==> src/rtl/serial_pkg.sv <==
// serial_pkg: shared link parameters and receiver state encoding for the serial link.
package serial_pkg;
    localparam int SER_WIDTH = 32;
    localparam int SER_CNT_W = 6;
    typedef enum logic [1:0] {IDLE, SHIFT, WAIT_END} rx_state_t;
endpackage

==> src/rtl/serial_edge_det.sv <==
// serial_edge_det: registers a level and emits one-cycle rise/fall pulses against its history.
module serial_edge_det (
    input  logic clk_i,
    input  logic rst_i,
    input  logic d_i,
    output logic rise_o,
    output logic fall_o
);
    logic d_q;
    always_ff @(posedge clk_i) d_q <= rst_i ? 1'b0 : d_i;
    assign rise_o = d_i & ~d_q;
    assign fall_o = ~d_i & d_q;
endmodule

==> src/rtl/serial_receiver.sv <==
// serial_receiver: MSB-first deserializer with valid/read handshake, framing and overrun flags.
// Defining SERIAL_RX_PARITY_EN appends a trailing even-parity bit to each frame.
module serial_receiver
    import serial_pkg::*;
#(
    parameter int WIDTH = SER_WIDTH,
    parameter int CNT_W = SER_CNT_W
) (
    input  logic             Clk,
    input  logic             Reset,
    input  logic             Din,
    input  logic             DinStrobe,
    input  logic             FrameActive,
    input  logic             DataRead,
    output logic [WIDTH-1:0] DataOut,
    output logic             DataValid,
    output logic             RxDone,
    output logic             RxBusy,
    output logic             FrameErr,
    output logic             Overrun,
    output logic             ParityErr
);
`ifdef SERIAL_RX_PARITY_EN
    localparam int FRAME_BITS = WIDTH + 1;
`else
    localparam int FRAME_BITS = WIDTH;
`endif
    rx_state_t state_q, state_d;
    logic [FRAME_BITS-1:0] sr_q, sr_d, word;
    logic [CNT_W-1:0] cnt_q, cnt_d;
    logic [WIDTH-1:0] data_q, data_d;
    logic valid_q, valid_d, done_q, done_d, ferr_q, ferr_d, ovr_q, ovr_d;
    logic fa_rise, fa_fall, last, complete;

    serial_edge_det u_edge (
        .clk_i (Clk),
        .rst_i (Reset),
        .d_i   (FrameActive),
        .rise_o(fa_rise),
        .fall_o(fa_fall)
    );

    // SHIFT and WAIT_END are only entered with FrameActive high, so a fall pulse means it dropped.
    always_comb begin
        state_d  = state_q;
        sr_d     = sr_q;
        cnt_d    = cnt_q;
        data_d   = data_q;
        done_d   = 1'b0;
        ferr_d   = 1'b0;
        complete = 1'b0;
        word     = {sr_q[FRAME_BITS-2:0], Din};
        last     = cnt_q == CNT_W'(FRAME_BITS - 1);
        case (state_q)
            IDLE: if (fa_rise) begin
                state_d = SHIFT;
                sr_d    = DinStrobe ? word : sr_q;
                cnt_d   = DinStrobe ? CNT_W'(1) : '0;
            end
            SHIFT: if (fa_fall) begin
                ferr_d  = 1'b1;
                state_d = IDLE;
            end else if (DinStrobe) begin
                sr_d  = word;
                cnt_d = cnt_q + 1'b1;
                if (last) begin
                    complete = 1'b1;
                    done_d   = 1'b1;
                    data_d   = word[FRAME_BITS-1 -: WIDTH];
                    state_d  = WAIT_END;
                end
            end
            WAIT_END: if (fa_fall) state_d = IDLE;
                      else if (DinStrobe) ferr_d = 1'b1;
            default: state_d = IDLE;
        endcase
        valid_d = complete | (valid_q & ~DataRead);
        ovr_d   = (complete & valid_q & ~DataRead) | (ovr_q & ~DataRead);
    end

    always_ff @(posedge Clk) begin
        if (Reset) begin
            state_q <= IDLE;
            sr_q    <= '0;
            cnt_q   <= '0;
            data_q  <= '0;
            valid_q <= 1'b0;
            done_q  <= 1'b0;
            ferr_q  <= 1'b0;
            ovr_q   <= 1'b0;
        end else begin
            state_q <= state_d;
            sr_q    <= sr_d;
            cnt_q   <= cnt_d;
            data_q  <= data_d;
            valid_q <= valid_d;
            done_q  <= done_d;
            ferr_q  <= ferr_d;
            ovr_q   <= ovr_d;
        end
    end

`ifdef SERIAL_RX_PARITY_EN
    logic par_q, par_d;
    // Even parity over data plus parity bit is zero when the frame is clean.
    assign par_d = complete ? ^word : par_q;
    always_ff @(posedge Clk) par_q <= Reset ? 1'b0 : par_d;
    assign ParityErr = par_q;
`else
    assign ParityErr = 1'b0;
`endif

    assign DataOut   = data_q;
    assign DataValid = valid_q;
    assign RxDone    = done_q;
    assign RxBusy    = state_q != IDLE;
    assign FrameErr  = ferr_q;
    assign Overrun   = ovr_q;
endmodule

==> config.mk <==
export PLATFORM = sky130hd
export DESIGN_NAME = serial_receiver
export DESIGN_NICKNAME = d
export VERILOG_FILES = /design/src/rtl/serial_pkg.sv /design/src/rtl/serial_edge_det.sv /design/src/rtl/serial_receiver.sv
export SDC_FILE = /design/constraint.sdc
export NUM_CORES = 1
export LEC_CHECK = 0
export CAP_MARGIN = 10
export CORE_ASPECT_RATIO = 1.5
export CORE_MARGIN = 4
export CORE_UTILIZATION = 56
export CTS_BUF_LIST = sky130_fd_sc_hd__clkbuf_2 sky130_fd_sc_hd__clkbuf_4 sky130_fd_sc_hd__clkbuf_8
export DETAILED_ROUTE_END_ITERATION = 8
export PLACE_DENSITY = 0.84
export SYNTH_ARGS = -nofsm -noshare
export SYNTH_HDL_FRONTEND = slang
export SYNTH_SLANG_ARGS = --single-unit
==> constraint.sdc <==
create_clock -name Clk -period 2.2 [get_ports Clk]
set_clock_uncertainty 0.1 [all_clocks]
set_input_delay 0.44 -clock Clk [delete_from_list [all_inputs] [get_ports Clk]]
set_output_delay 0.44 -clock Clk [all_outputs]
set_load 0.1 [all_outputs]
==> metrics.yaml <==
run_status:
  outcome: "completed"
die:
  chipHeight_um: 98.65
  die_w_um: 68.44
  ios: 44
  num_rows: 32
  start_util_pct: 58.49
  core_sq_mm: 0.005245
  die_area_sq_mm: 0.006751
power:
  power.share.clock_pct: 33.3
  cell_internal_pwr_mw: 2.002
  p_sw_mw: 0.8066
  ir_drop_v: 0.0004562
  swShare_pct: 28.72
  powerDensity_mw_per_mm2: 766.2
  comb_power_share_pct: 16.8
  p_leak_nw: 1.386
  p_seq_share_pct: 49.9
logic_synthesis:
  synth.top_cells.by_count: "dfxtp_1, nand2_1, a21oi_1, mux2i_1, nand2b_1"
  ys_seq_elements: 76
  synth.top_cells.by_area: "dfxtp_1, mux2i_1, nand2_1"
  synth_mux_area_share_pct: 11.75
  synth.largest_area_cell: "dfxtp_1"
  yosysTopAreaCellShare_pct: 49.59
  synthSimpleGateAreaFrac_pct: 21.08
  async_flop_share_pct: 0
  synth_area_per_cell_sq_um: 9.411
  synth_xor_area_share_pct: 0
  synth_edf_count: 0
  synth_top_family_by_area: "simple AND/OR/NAND/NOR gates"
  yosysMostFrequentCell: "dfxtp_1"
  ys_warn_count: 0
  synth_cells: 326
  syn_nets: 336
  synth_compound_gate_area_share_pct: 10.44
  synthAdderAreaFrac_pct: 1.631
  netlist_area_sq_mm: 0.003068
  ys_seq_area_share_pct: 49.59
  synth_ff_type: "dfxtp_1"
  synth.distinct_cells: 38
critical_path:
  slowest_delay_ns: 0.32
  cp_num_buf_inv: 3
  worst_setup_path_end_kind: "primary output"
  start_kind: "register"
  cp_data_required_time_ns: 1.66
  reg2reg_depth: 7
  worstSetupPathType: "reg2out"
  regToRegStartpoint: "state_q[1]$_SDFFE_PP0P_"
  r2r_end: "sr_q[5]$_SDFFE_PP0P_"
  cp_top_family: "buffers and inverters"
  crit_chain: "inv_1, ha_2, clkinvlp_4, buf_12"
  cp_max_fo: 6
  rrSetupSlack_ns: 0.38
  arrival_ns: 1.42
  cp_slowest_cell: "dfxtp_1"
detailed_routing:
  wl_met3_um: 263
  ant_nets: 0
  viasPerCell: 5.190
  wl_per_cell_um: 13.39
  wl_met2_um: 3052
  drtIter0Drc: 122
  dr.max_layer_used: "met4"
  firstDrtPassIters: 5
  met1Wirelength_um: 2405
  wirelength_um: 5931
  drc: 0
  num_vias: 2299
cts:
  numCtsBuffers: 9
  h-tree-depth: 3
  cts_setup_buffers: 0
  clock_latency_ns: 0.34
  holdBufCountCts: 0
  cts_resized: 0
  cts_tree: "built"
  max-clock-path-buffers: 2
  cts_root_buf: "clkbuf_8"
  cts.clk_slew.worst_paths_ns: 0.08
  clock-sinks: 76
grt:
  grt_overflow_total: 0
  grt_pass1_vias: 2314
  grt_max_degree: 48
  grt_antenna_before_repair: 0
  grt_first_pass_wirelength_um: 10480
  grt_usage_pct: 20.17
final_layout:
  stdcell_count: 443
  antenna_cells: 0
  syn_to_final_growth_pct: 19.49
  drive_above_1_share_pct: 19.73
  final_nets: 380
placed_design:
  gp_congestion: 0.8426
  hpwlAfterDp_um: 4005
  dpl.cell_count: 427
  placement.io_buffers: 42
sta:
  timing.final.crit_period_ns: 1.957
  timing.final.crit_share_pct: 88.93
  setup_violations: 0
  drv_slew: 0
  setup_tns_ns: 0
  max_clock_freq_mhz: 511.1
  rsz0062_at_grt: "no"
  hold_viol: 0
hold_path:
  hold_depth: 2
  hold_start: "Reset"
  hold_end: "cnt_q[1]$_SDFFE_PP0P_"
  hold_path_class: "in2reg"
flow_run:
  drv_cap: 0
## cell families (layout without fill, tap and decap cells)
logic type	Yosys count	count (layout)
AO/OA/AOI/OAI	52	52
adder cells (fa/ha/maj)	4	4
buffers and inverters	27	76
flip-flops	76	76
multiplexers	36	36
other	1	1
AND/OR/NAND/NOR	130	130
## layout by cell type, fill, tap and decap left out, types with 3 or more instances in the layout
cell / instances
ha_1: 3
clkdlybuf4s50_1: 4
clkbuf_8: 9
clkinv_2: 3
a21oi_1: 40
nor2_1: 4
buf_12: 5
or3_1: 4
inv_1: 5
mux2i_1: 36
nand3_1: 4
nand2b_1: 36
buf_4: 44
dfxtp_1: 76
nand2_1: 69
## area by class of cell
cell class              instances  area, sq um
clock buffers                   9        123.9
clock inverters                 7        50.05
fillers                       420         1579
inverters                       6        26.28
multi-input cells             223         1384
flip-flops and latches         76         1521
well taps                      68        85.08
repair buffers                 54        475.5
## power groups by stage
stage | Clock (mW) | Combinational, mW | Sequential [mW]
after detailed placement | 0 | 0.464 | 1.43
after CTS | 0.962 | 0.469 | 1.40
after global placement | 0 | 0.457 | 1.43
final | 0.934 | 0.472 | 1.40
after floorplan | 0 | 0.362 | 1.43
after global routing | 1.02 | 0.507 | 1.40
## worst max-delay path by stage
| stage | from | to | slack, ns | depth (start not counted) |
|---|---|---|---|---|
| 2_1_floorplan | state_q[0]$_SDFFE_PP0P_ | sr_q[0]$_SDFFE_PP0P_ | 0.09 | 7 |
| 3_5_place_dp | DinStrobe | DataOut[8]$_SDFFE_PP0P_ | 0.07 | 6 |
| 5_1_grt | state_q[1]$_SDFFE_PP0P_ | RxBusy | 0.14 | 4 |
| 4_1_cts | state_q[1]$_SDFFE_PP0P_ | RxBusy | 0.09 | 4 |
| 3_3_place_gp | DinStrobe | Overrun$_SDFF_PP0_ | 0.12 | 6 |
| 6_report | state_q[1]$_SDFFE_PP0P_ | RxBusy | 0.24 | 4 |
## metrics by stage
step	power, mW	hold slack [ns]	worst slack, ns	util (%)	cell area, sq um
floorplan	1.795	0.3323	0.09156	-	3072
global placement	1.891	0.3414	0.1199	66.53	3490
detailed placement	1.899	0.3465	0.07012	66.53	3490
CTS	2.834	0.3051	0.08803	69.85	3664
global route	2.932	0.3320	0.1392	69.90	3666
finish	2.809	0.3201	0.2435	69.90	3666
## per-layer routing
layer,vias to the layer above,track usage [%]
li1,1177,-
met1,1054,23.70
met2,48,31.86
met3,20,5.701
met4,0,11.49
met5,-,0
## flip-flops by register name, indices dropped and copies added, names as in the netlist
| register | cells |
|---|---|
| state_q | 2 |
| Overrun | 1 |
| FrameErr | 1 |
| cnt_q | 6 |
| DataOut | 32 |
| RxDone | 1 |
| DataValid | 1 |
| u_edge.d_q | 1 |
| sr_q | 31 |
Note: power is estimated with default switching activity, not from simulation.
